### src/rtl/max11046_pkg.sv
// Shared definitions for the MAX11046 frame-capture slice.
//   MAX11046_DATA_W  width of the ADC parallel data bus
//   MAX11046_MAX_CH  largest number of channels one conversion frame can hold
//   cap_state_t      capture FSM states (IDLE / ARMED / READ)
//   sample_word_t    one buffered sample: data word, channel index, last-of-frame flag
package max11046_pkg;

  localparam int MAX11046_DATA_W = 16;
  localparam int MAX11046_MAX_CH = 8;
  localparam int MAX11046_CHAN_W = 3;

  typedef enum logic [1:0] {
    ST_IDLE  = 2'd0,
    ST_ARMED = 2'd1,
    ST_READ  = 2'd2
  } cap_state_t;

  typedef struct packed {
    logic [MAX11046_DATA_W-1:0] data;
    logic [MAX11046_CHAN_W-1:0] chan;
    logic                       last;
  } sample_word_t;

endpackage

### src/rtl/max11046_sample_fifo.sv
// First-word-fall-through synchronous FIFO for captured samples.
// The head entry is presented on pop_data whenever empty is low; pop consumes it.
// Ports:
//   clock1     system clock, rising edge
//   reset      synchronous active-high reset, empties the FIFO
//   push       write push_data (taken when not full, or when full with a pop)
//   push_data  word to store
//   pop        consume the head entry (ignored when empty)
//   pop_data   head entry, meaningful only while empty is low
//   full       DEPTH entries stored
//   empty      no entries stored
// DEPTH must be a power of two, at least 2.
module max11046_sample_fifo #(
  parameter int W     = 20,
  parameter int DEPTH = 8
) (
  input  logic         clock1,
  input  logic         reset,
  input  logic         push,
  input  logic [W-1:0] push_data,
  input  logic         pop,
  output logic [W-1:0] pop_data,
  output logic         full,
  output logic         empty
);

  localparam int AW = $clog2(DEPTH);

  // One extra pointer bit separates "full" from "empty" when the indices match.
  logic [AW:0]  wr_ptr;
  logic [AW:0]  rd_ptr;
  logic [W-1:0] mem [DEPTH];
  logic         wr_en;
  logic         rd_en;

  assign empty    = (wr_ptr == rd_ptr);
  assign full     = (wr_ptr[AW] != rd_ptr[AW]) && (wr_ptr[AW-1:0] == rd_ptr[AW-1:0]);
  // A pop frees the head slot in the same cycle, so a push into a full FIFO is
  // still accepted; it lands in the slot being vacated.
  assign wr_en    = push && (!full || pop);
  assign rd_en    = pop && !empty;
  assign pop_data = mem[rd_ptr[AW-1:0]];

  always_ff @(posedge clock1) begin
    if (reset) begin
      wr_ptr <= '0;
      rd_ptr <= '0;
    end else begin
      if (wr_en) wr_ptr <= wr_ptr + 1'b1;
      if (rd_en) rd_ptr <= rd_ptr + 1'b1;
    end
  end

  always_ff @(posedge clock1) begin
    if (wr_en) mem[wr_ptr[AW-1:0]] <= push_data;
  end

endmodule

### src/rtl/max11046_frame_capture.sv
// MAX11046 frame capture: snoops the sequencer's EOC/CS/RD strobes and the ADC
// parallel bus, captures one word per RD pulse, tags it with its channel index and
// streams it out through a FWFT buffer with frame and error flags.
// Ports:
//   clock1        system clock, rising edge
//   reset         synchronous active-high reset
//   eoc_n, cs_n   end-of-conversion / chip select (asynchronous, active low)
//   rd_n          read strobe (asynchronous, active low), db valid while low
//   db            ADC data bus (asynchronous, stable while rd_n low)
//   sample_*      output sample stream (data, channel, last-of-frame, valid)
//   sample_ready  consumer accepts the word when sample_valid & sample_ready
//   frame_done    one-cycle pulse after a complete frame has been captured
//   err_overflow  sticky: a captured word was dropped because the buffer was full
//   err_frame     sticky: frame ended with the wrong read count, or extra read
//   err_clear     clears both sticky flags (a coincident new error wins)
// DATA_W must equal MAX11046_DATA_W; NUM_CH is 1..MAX11046_MAX_CH.
module max11046_frame_capture
  import max11046_pkg::*;
#(
  parameter int NUM_CH      = 6,
  parameter int DATA_W      = 16,
  parameter int FIFO_DEPTH  = 8,
  parameter int SYNC_STAGES = 2
) (
  input  logic              clock1,
  input  logic              reset,
  input  logic              eoc_n,
  input  logic              cs_n,
  input  logic              rd_n,
  input  logic [DATA_W-1:0] db,
  output logic [DATA_W-1:0] sample_data,
  output logic [2:0]        sample_chan,
  output logic              sample_last,
  output logic              sample_valid,
  input  logic              sample_ready,
  output logic              frame_done,
  output logic              err_overflow,
  output logic              err_frame,
  input  logic              err_clear
);

  localparam int CNT_W  = $clog2(MAX11046_MAX_CH + 1);
  localparam int WARM_W = $clog2(SYNC_STAGES + 2);
  localparam int WORD_W = $bits(sample_word_t);

  localparam logic [CNT_W-1:0]  NUM_CH_C  = CNT_W'(NUM_CH);
  localparam logic [CNT_W-1:0]  LAST_IDX  = CNT_W'(NUM_CH - 1);
  localparam logic [WARM_W-1:0] WARM_DONE = WARM_W'(SYNC_STAGES + 1);

  logic [SYNC_STAGES-1:0] rd_sync;
  logic [SYNC_STAGES-1:0] cs_sync;
  logic [SYNC_STAGES-1:0] eoc_sync;
  logic [DATA_W-1:0]      db_sync [SYNC_STAGES];
  logic                   rd_hist;
  logic                   cs_hist;
  logic                   eoc_hist;
  logic [DATA_W-1:0]      db_hist;
  logic [WARM_W-1:0]      warm_cnt;

  logic rd_s;
  logic cs_s;
  logic eoc_s;
  logic edges_en;
  logic rd_rise;
  logic cs_rise;
  logic cs_fall;
  logic eoc_fall;

  cap_state_t        state;
  logic [CNT_W-1:0]  chan_cnt;
  logic              capture;
  logic              cap_accept;
  logic              cap_extra;
  logic              frame_end;
  logic              frame_err_evt;
  logic              ovf_evt;

  sample_word_t      push_word_p0;
  logic              vld_p0;

  logic [WORD_W-1:0] fifo_q;
  sample_word_t      out_word;
  logic              fifo_full;
  logic              fifo_empty;
  logic              pop;

  // Stage: input synchronizers plus one history flop for edge detection
  always_ff @(posedge clock1) begin
    if (reset) begin
      rd_sync  <= '1;
      cs_sync  <= '1;
      eoc_sync <= '1;
      for (int i = 0; i < SYNC_STAGES; i++) db_sync[i] <= '1;
      rd_hist  <= 1'b1;
      cs_hist  <= 1'b1;
      eoc_hist <= 1'b1;
      db_hist  <= '1;
    end else begin
      rd_sync    <= {rd_sync[SYNC_STAGES-2:0], rd_n};
      cs_sync    <= {cs_sync[SYNC_STAGES-2:0], cs_n};
      eoc_sync   <= {eoc_sync[SYNC_STAGES-2:0], eoc_n};
      db_sync[0] <= db;
      for (int i = 1; i < SYNC_STAGES; i++) db_sync[i] <= db_sync[i-1];
      rd_hist    <= rd_sync[SYNC_STAGES-1];
      cs_hist    <= cs_sync[SYNC_STAGES-1];
      eoc_hist   <= eoc_sync[SYNC_STAGES-1];
      db_hist    <= db_sync[SYNC_STAGES-1];
    end
  end

  // The synchronizers restart at "inactive" after reset. If a pin is already low
  // (reset mid-frame) that would look like a fresh falling edge, so edges are
  // ignored until the chain and history flop have caught up with the pins.
  always_ff @(posedge clock1) begin
    if (reset)                  warm_cnt <= '0;
    else if (warm_cnt != WARM_DONE) warm_cnt <= warm_cnt + WARM_W'(1);
  end

  assign rd_s     = rd_sync[SYNC_STAGES-1];
  assign cs_s     = cs_sync[SYNC_STAGES-1];
  assign eoc_s    = eoc_sync[SYNC_STAGES-1];
  assign edges_en = (warm_cnt == WARM_DONE);
  assign rd_rise  = edges_en && rd_s && !rd_hist;
  assign cs_rise  = edges_en && cs_s && !cs_hist;
  assign cs_fall  = edges_en && !cs_s && cs_hist;
  assign eoc_fall = edges_en && !eoc_s && eoc_hist;

  always_comb begin
    capture       = rd_rise && !cs_s;
    cap_accept    = capture && (state == ST_READ) && (chan_cnt < NUM_CH_C);
    cap_extra     = capture && (state == ST_READ) && (chan_cnt >= NUM_CH_C);
    frame_end     = cs_rise && (state == ST_READ);
    frame_err_evt = cap_extra || (frame_end && (chan_cnt != NUM_CH_C));
    ovf_evt       = vld_p0 && fifo_full && !pop;
  end

  // Stage p0: capture FSM, channel counter, flags and the registered push word
  always_ff @(posedge clock1) begin
    if (reset) begin
      state        <= ST_IDLE;
      chan_cnt     <= '0;
      vld_p0       <= 1'b0;
      frame_done   <= 1'b0;
      err_overflow <= 1'b0;
      err_frame    <= 1'b0;
    end else begin
      vld_p0       <= cap_accept;
      frame_done   <= 1'b0;
      err_overflow <= ovf_evt || (err_overflow && !err_clear);
      err_frame    <= frame_err_evt || (err_frame && !err_clear);
      case (state)
        ST_IDLE: begin
          // A cs_n fall without a preceding EOC still starts a frame.
          if (cs_fall) begin
            state    <= ST_READ;
            chan_cnt <= '0;
          end else if (eoc_fall) begin
            state <= ST_ARMED;
          end
        end
        ST_ARMED: begin
          if (cs_fall) begin
            state    <= ST_READ;
            chan_cnt <= '0;
          end
        end
        ST_READ: begin
          if (cap_accept) chan_cnt <= chan_cnt + CNT_W'(1);
          if (frame_end) begin
            state      <= ST_IDLE;
            frame_done <= (chan_cnt == NUM_CH_C);
          end
        end
        default: state <= ST_IDLE;
      endcase
    end
  end

  // db_hist is the last bus sample taken while rd_n was still low, so a bus
  // change on the release edge can never leak into the captured word.
  always_ff @(posedge clock1) begin
    if (cap_accept) begin
      push_word_p0.data <= db_hist;
      push_word_p0.chan <= chan_cnt[2:0];
      push_word_p0.last <= (chan_cnt == LAST_IDX);
    end
  end

  // Stage p1: sample buffer
  assign pop = sample_valid && sample_ready;

  max11046_sample_fifo #(
    .W     (WORD_W),
    .DEPTH (FIFO_DEPTH)
  ) u_fifo (
    .clock1    (clock1),
    .reset     (reset),
    .push      (vld_p0),
    .push_data (push_word_p0),
    .pop       (pop),
    .pop_data  (fifo_q),
    .full      (fifo_full),
    .empty     (fifo_empty)
  );

  assign out_word     = fifo_q;
  assign sample_valid = !fifo_empty;
  assign sample_data  = sample_valid ? out_word.data : '0;
  assign sample_chan  = sample_valid ? out_word.chan : '0;
  assign sample_last  = sample_valid && out_word.last;

endmodule

### config.mk
export PLATFORM = sky130hd
export DESIGN_NAME = max11046_frame_capture
export DESIGN_NICKNAME = d
export VERILOG_FILES = /design/src/rtl/max11046_pkg.sv /design/src/rtl/max11046_sample_fifo.sv /design/src/rtl/max11046_frame_capture.sv
export SDC_FILE = /design/constraint.sdc
export NUM_CORES = 1
export LEC_CHECK = 0
export ABC_AREA = 0
export CORE_ASPECT_RATIO = 0.7
export CORE_MARGIN = 1
export CORE_UTILIZATION = 45
export CTS_CLUSTER_DIAMETER = 120
export DETAILED_ROUTE_END_ITERATION = 12
export SYNTH_ARGS = -nofsm -noshare
export SYNTH_HDL_FRONTEND = slang
export SYNTH_HIERARCHICAL = 1
export SYNTH_SLANG_ARGS = --single-unit
### constraint.sdc
create_clock -name clock1 -period 7.28 [get_ports clock1]
set_input_delay 1.456 -clock clock1 [delete_from_list [all_inputs] [get_ports clock1]]
set_output_delay 1.456 -clock clock1 [all_outputs]
set_load 0.02 [all_outputs]
==> results of run 1 <==
==> state kept, by name, indices dropped and copies added (netlist names), 2 cells and up, named ones only <==
register and flops:
chan_cnt 4, eoc_sync 2, u_fifo/mem 160, rd_sync 2, db_hist 16, db_sync 32, u_fifo/wr_ptr 4, u_fifo/rd_ptr 4
state 2, cs_sync 2, push_word_p0 20, warm_cnt 2
==> cells in the mapped netlist, types with 2 or more instances <==
library cell	n	share of area (%)
o21ai_0	4	0.21
inv_1	11	0.43
dfxtp_1	80	17
ha_1	6	0.79
nand4_1	3	0.20
clkbuf_1	16	0.63
nand3_1	6	0.32
nor4_1	2	0.13
mux2i_1	5	0.53
nand3b_1	3	0.24
a21oi_1	3	0.16
buf_2	2	0.11
or2_2	49	3.2
nand2b_1	4	0.26
nand2_1	6	0.24
nor2_1	14	0.55
mux2_2	22	2.6
nor2b_1	25	1.6
or3_1	2	0.13
edfxtp_1	180	57
xnor2_1	4	0.37
or2_1	7	0.46
buf_6	2	0.24
nor3_1	4	0.21
xor2_1	3	0.28
a21oi_2	2	0.18
buf_4	5	0.40
mux4_2	40	9.5
==> layout make-up <==
| type | instances | area [um^2] |
|---|---|---|
| clock buffers | 40 | 770.7 |
| well taps | 276 | 345.3 |
| fillers | 1686 | 9580 |
| multi-input cells | 237 | 2356 |
| clock inverters | 5 | 48.80 |
| repair buffers | 58 | 545.5 |
| flip-flops and latches | 260 | 7008 |
| inverters | 12 | 45.04 |
==> metrics by stage <==
stage | instances | hold WS (ns) | cell area (um^2)
global route | 888 | 0.4112 | 11120
finish | 888 | 0.3990 | 11120
floorplan | 534 | 0.3832 | 9502
CTS | 888 | 0.4033 | 11120
detailed placement | 843 | 0.3934 | 10300
global placement | 843 | 0.3878 | 10300
==> worst reg2reg max path, cell delays in order, from the launching register on <==
cell	delay, ns
dfxtp_1	0.56
xnor2_1	0.18
nand3_1	0.11
nor2_2	0.04
nor2b_1	0.33
inv_1	0.21
a21oi_4	0.85
mux2_2	0.41
==> final timing paths <==
check	from	end	slack [ns]
min reg2reg	db_hist[7]$_SDFF_PP1_	push_word_p0[11]$_DFFE_PP_	0.40
min	db_hist[7]$_SDFF_PP1_	push_word_p0[11]$_DFFE_PP_	0.40
max reg2reg	u_fifo/wr_ptr[2]$_SDFFE_PP0P_	u_fifo/wr_ptr[3]$_SDFFE_PP0P_	4.48
max	flip-flop	sample_chan[2]	2.57
==> layer usage <==
| layer | vias up | GRT usage [%] |
|---|---|---|
| li1 | 2121 | - |
| met4 | 0 | 3.967 |
| met5 | - | 0 |
| met2 | 124 | 25.44 |
| met1 | 2196 | 22.74 |
| met3 | 25 | 2.686 |
==> logic make-up after synthesis <==
| group | after synthesis |
|---|---|
| buf+inv | 37 |
| mux | 67 |
| flops | 260 |
| fa+ha+maj | 6 |
| simple gates | 136 |
| compound gates | 21 |
| xor+xnor | 7 |
==> power breakdown <==
| group | internal [mW] | switching, mW | leakage, nW | total [mW] |
|---|---|---|---|---|
| combinational | 0.0226 | 0.0150 | 0.956 | 0.0376 |
| clock | 0.757 | 0.500 | 0.407 | 1.26 |
| sequential | 1.58 | 0.00495 | 2.25 | 1.58 |
==> results.yml, run 1 <==
timing:
  timing.final.setup_violations: 0
  fmax_mhz: 212.2
  timing.max_slew.rel_slack_pct: 30.55
  rsz0062_at_grt: "false"
  finalClockSkew_ns: 0.009056
  tightest_slew_ns: 1.040
  postLayoutSetupSlackWorst_ns: 2.568
  final_min_period_over_clock_period_pct: 64.73
  min_period_ns: 4.712
  report.final.slew_viol_count: 0
  finalSetupTns_ns: 0
  hold_violations: 0
worst_setup_path:
  path_delay_family: "buffers and inverters"
  critical-path-slowest-cell: "dfxtp_2"
  critical_path_cell_count: 5
  cp_data_required_time_ns: 5.82
  start_kind: "flip-flop"
  critical_path_buf_inv_count: 2
  worst-setup-path-type: "flip-flop to primary output"
  crit_arrival_ns: 3.26
  endpoint_kind: "primary output"
  r2r_cells: 7
  critPathMaxStageDelay_ns: 0.61
  cp_max_fo: 28
  critical_path.cell_chain: "buf_4 -> mux4_2 -> mux2_2 -> nor2b_1 -> clkdlybuf4s50_1"
cts:
  tritoncts: "yes"
  ctsHtreeMaxLevel: 1
  clkSinkCount: 260
  cts_made_buffers: 25
  postCtsResizedCells: 0
  post_cts_hold_buffer_count: 0
  buffer_levels_on_the_longest_clock_path: 3
  post_cts_buffers: 0
  path_clk_slew_ns: 0.06
  cts_root_buf: "clkbuf_16"
  clk-insertion-delay-late_ns: 0.51
detailed_routing:
  met3RoutedLength_mm: 1.168
  post_drt_via_cell_ratio: 5.029
  detail-route-antenna-nets: 0
  initial_drt_pass_iterations: 4
  dr.max_layer_used: "met4"
  drtIter0Drc: 259
  num_vias: 4466
  drt_wl_total_mm: 16.58
  detail_route.drc_violations: 0
  detailroute.wirelength.met2_mm: 7.576
  routedLengthMet1_mm: 7.573
  post_drt_wl_per_cell_um: 18.67
global_route:
  grtUsageTotal_pct: 15.86
  antenna_found_initial: 0
  grt_max_degree: 79
  number_of_global_route_vias_before_repair: 4596
  grt_remaining_overflow: 0
  global_route_wire_length_before_repair_mm: 25.70
logic_synthesis:
  postSynth.asyncResetShare_pct: 0
  share_of_synthesized_area_occupied_by_flip_flops_and_latches_pct: 73.74
  synthXorXnorAreaFrac_pct: 0.6452
  synth.cell_area_um2: 9502
  synth.distinct_cells: 52
  synth_compound_area_share_pct: 1.607
  synth.mux.area_fraction_pct: 12.62
  synthesis.area_per_instance_um2: 17.79
  syn_inst: 534
  synth-main-ff-cell: "edfxtp_1"
  synthesis.yosys.warnings: 6
  main_combinational_cell_family_by_area_after_synthesis: "multiplexers"
  synth_fp_nets: 563
  fraction_of_the_mapped_netlist_area_in_adder_cells_pct: 0.7901
  postSynthRegisterBits: 260
  post_synth_simple_gate_area_pct: 8.757
  number_of_synthesized_flops_with_an_enable_pin: 180
die:
  boundaryPins: 47
  die_footprint_um2: 21710
  initial_core_util_pct: 45.90
  placementRows: 44
  die_width_um: 175.7
  die_height_um: 123.6
  core_area_um2: 20700
power_and_ir_drop:
  vdd.ir_drop.worst_v: 0.0001676
  pwr_dens_nw_per_um2: 258.7
  overall_power_mw: 2.876
  power.leakage_nw: 3.610
placement:
  finalWeightedCongestion: 0.7157
  dp_hpwl_mm: 9.500
  placement.io_buffers: 46
  pre_cts_ws_ns: 3.005
cells_and_area:
  syn2layout_area_growth_pct: 17.03
  mostFrequentLayoutCells: "edfxtp_1, dfxtp_1, or2_2, clkdlybuf4s50_1, mux4_2"
  layout_commonest_cell: "edfxtp_1"
  post-route-util_pct: 53.72
  final_nets: 623
  drive_gt1_share_pct: 28.92
  antennaDiodeCount: 0
job:
  maxCapViolCount: 0
outcome:
  outcome: "finished, final reports clean"
worst_hold_path:
  min_delay_path_depth: 0
  min-delay-path-class: "flip-flop to flip-flop"
Power figures use the tool's default switching activity.
==> run 2, diff against run 1 <==
==> constraint.sdc (replaced) <==
create_clock -name clock1 -period 4.4 [get_ports clock1]
set_input_delay 0.88 -clock clock1 [delete_from_list [all_inputs] [get_ports clock1]]
set_output_delay 0.88 -clock clock1 [all_outputs]
set_load 0.02 [all_outputs]
==> run 2 against run 1 <==
Effect of this change:
- global-route usage is 0.45 points lower
- worst setup slack worse by 2.0 ns
- clock skew is 0.0059 ns higher
- routed wire length is 3.3% lower
- hold slack better by 0.0029 ns
- clock-buffer cell count is 5 lower
- power is 66% higher
- combinational power is 64% higher
- non-clock buffer count is 2 higher
- clock power is 67% higher
- sequential share of layout area is 0.085 points lower
- highest routed layer unchanged
==> results.yml, run 2 (synthesis gave the netlist of run 1 again) <==
outcome:
  outcome: "finished, final reports clean"
placement:
  dpl-instance-area_um2: 10320
  placement.io_buffers: 46
  finalWeightedCongestion: 0.7417
  dp_hpwl_mm: 9.311
detailed_routing:
  post_drt_wl_per_cell_um: 18.03
  detailroute.wirelength.met2_mm: 7.517
  dr.max_layer_used: "met4"
  initial_drt_pass_iterations: 4
  detail_route.drc_violations: 0
  num_vias: 4488
  detail-route-antenna-nets: 0
  routedLengthMet1_mm: 7.506
  drt_wl_total_mm: 16.04
  post_drt_via_cell_ratio: 5.043
  drtIter0Drc: 286
  met3RoutedLength_um: 725
cells_and_area:
  final_design_area_no_fill_um2: 11130
  antennaDiodeCount: 0
  mostFrequentLayoutCells: "edfxtp_1, dfxtp_1, or2_2, clkdlybuf4s50_1, mux4_2"
  fill_cells: 1650
  final_nets: 625
  drive_gt1_share_pct: 28.66
  largest_register_ffs: 160
  layout_commonest_cell: "edfxtp_1"
  syn2layout_area_growth_pct: 17.18
worst_setup_path:
  cp_data_required_time_ns: 3.52
  start_kind: "flip-flop"
  r2r_slack_ns: 1.85
  cp_max_fo: 19
  crit-reg2reg-capture: "u_fifo/mem[0][11]$_DFFE_PP_"
  endpoint_kind: "primary output"
  critical_path.reg2reg.startpoint: "u_fifo/wr_ptr[0]$_SDFFE_PP0P_"
  r2r_cells: 7
  worst-setup-path-type: "flip-flop to primary output"
  crit_arrival_ns: 2.98
worst_hold_path:
  min_delay_path_depth: 0
  min-delay-path-class: "flip-flop to flip-flop"
  hold-path-endpoint: "push_word_p0[5]$_DFFE_PP_"
  hold_path_startpoint: "db_hist[1]$_SDFF_PP1_"
cts:
  postCtsResizedCells: 0
  tritoncts: "yes"
  buffer_levels_on_the_longest_clock_path: 3
  ctsHtreeMaxLevel: 1
  post_cts_hold_buffer_count: 0
  clkSinkCount: 260
  clk-insertion-delay-late_ns: 0.51
  cts_made_buffers: 25
  post_cts_buffers: 0
  cts_root_buf: "clkbuf_16"
  path_clk_slew_ns: 0.06
global_route:
  grt_remaining_overflow: 0
  grtUsageTotal_pct: 15.41
  antenna_found_initial: 0
  global_route_wire_length_before_repair_mm: 25.15
  grt_max_degree: 55
  number_of_global_route_vias_before_repair: 4488
job:
  maxCapViolCount: 0
timing:
  final_min_period_over_clock_period_pct: 87.68
  fmax_mhz: 259.2
  timing.max_slew.rel_slack_pct: 41.24
  report.final.slew_viol_count: 0
  hold_violations: 0
  timing.hold.ws_ns: 0.4020
  finalSetupTns_ns: 0
  finalClockSkew_ns: 0.01500
  timing.final.setup_violations: 0
  rsz0062_at_grt: "false"
  min_period_ns: 3.858
  tightest_slew_ns: 0.8804
die:
  die_height_um: 123.6
  boundaryPins: 47
  initial_core_util_pct: 45.90
  die_footprint_um2: 21710
  core_area_um2: 20700
  placementRows: 44
  die_width_um: 175.7
power_and_ir_drop:
  power.leakage_nw: 3.610
  vdd.ir_drop.worst_v: 0.0002309
  pwr_dens_nw_per_um2: 428.7
==> run 2: changes by cell type in the layout (fill, tap and decap cells not counted), sizes merged <==
cell	delta
buf	+2
bufinv	+2
clkbuf	-5
clkinv	+1
clkinvlp	+1
inv	+1
==> run 2: worst max path at each step <==
stage	from	to	slack, ns	cells after the start
final	flip-flop	sample_data[15]	0.54	5
after global routing	flip-flop	sample_chan[1]	0.37	5
after CTS	flip-flop	sample_data[15]	0.47	5
after detailed placement	flip-flop	sample_data[15]	1.01	5
after global placement	flip-flop	sample_data[12]	1.01	5
after floorplan	sample_ready	u_fifo/mem[0][0]$_DFFE_PP_	0.68	3
==> run 2: layout make-up <==
cell class / count / area (um^2) / share of cell area (%)
Sequential cell: 260 / 7008 / 62.94
Clock inverter: 10 / 131.4 / 1.180
Inverter: 12 / 45.04 / 0.4045
Clock buffer: 35 / 683.2 / 6.136
Multi-Input combinational cell: 237 / 2349 / 21.09
Timing Repair Buffer: 60 / 573.1 / 5.147
Tap cell: 276 / 345.3 / 3.101
==> run 2: per-stage QoR <==
step                      utilization [%]  instances  setup WS (ns)  power [mW]
after global placement              49.85        845          1.013       2.728
after floorplan                         -        534         0.6819       2.704
final                               53.79        890         0.5419       4.774
after CTS                           53.79        890         0.4685       4.823
after global routing                53.79        890         0.3681       4.929
after detailed placement            49.85        845          1.011       2.731
==> run 2: critical path, cell delays in order (launching register included) <==
cell	delay, ns
dfxtp_2	0.70
buf_12	0.28
mux4_2	0.51
mux2_2	0.29
nor2b_1	0.14
clkdlybuf4s50_1	0.54
==> run 2: power breakdown <==
part / internal (mW) / switching, mW
sequential: 2.61 / 0.00764
clock: 1.26 / 0.836
combinational: 0.0376 / 0.0241
==> run 2: metal layers <==
metal,up-vias,track usage [%]
met5,-,0
met4,0,3.967
met3,21,2.503
met2,100,25.32
met1,2245,21.60
li1,2122,-
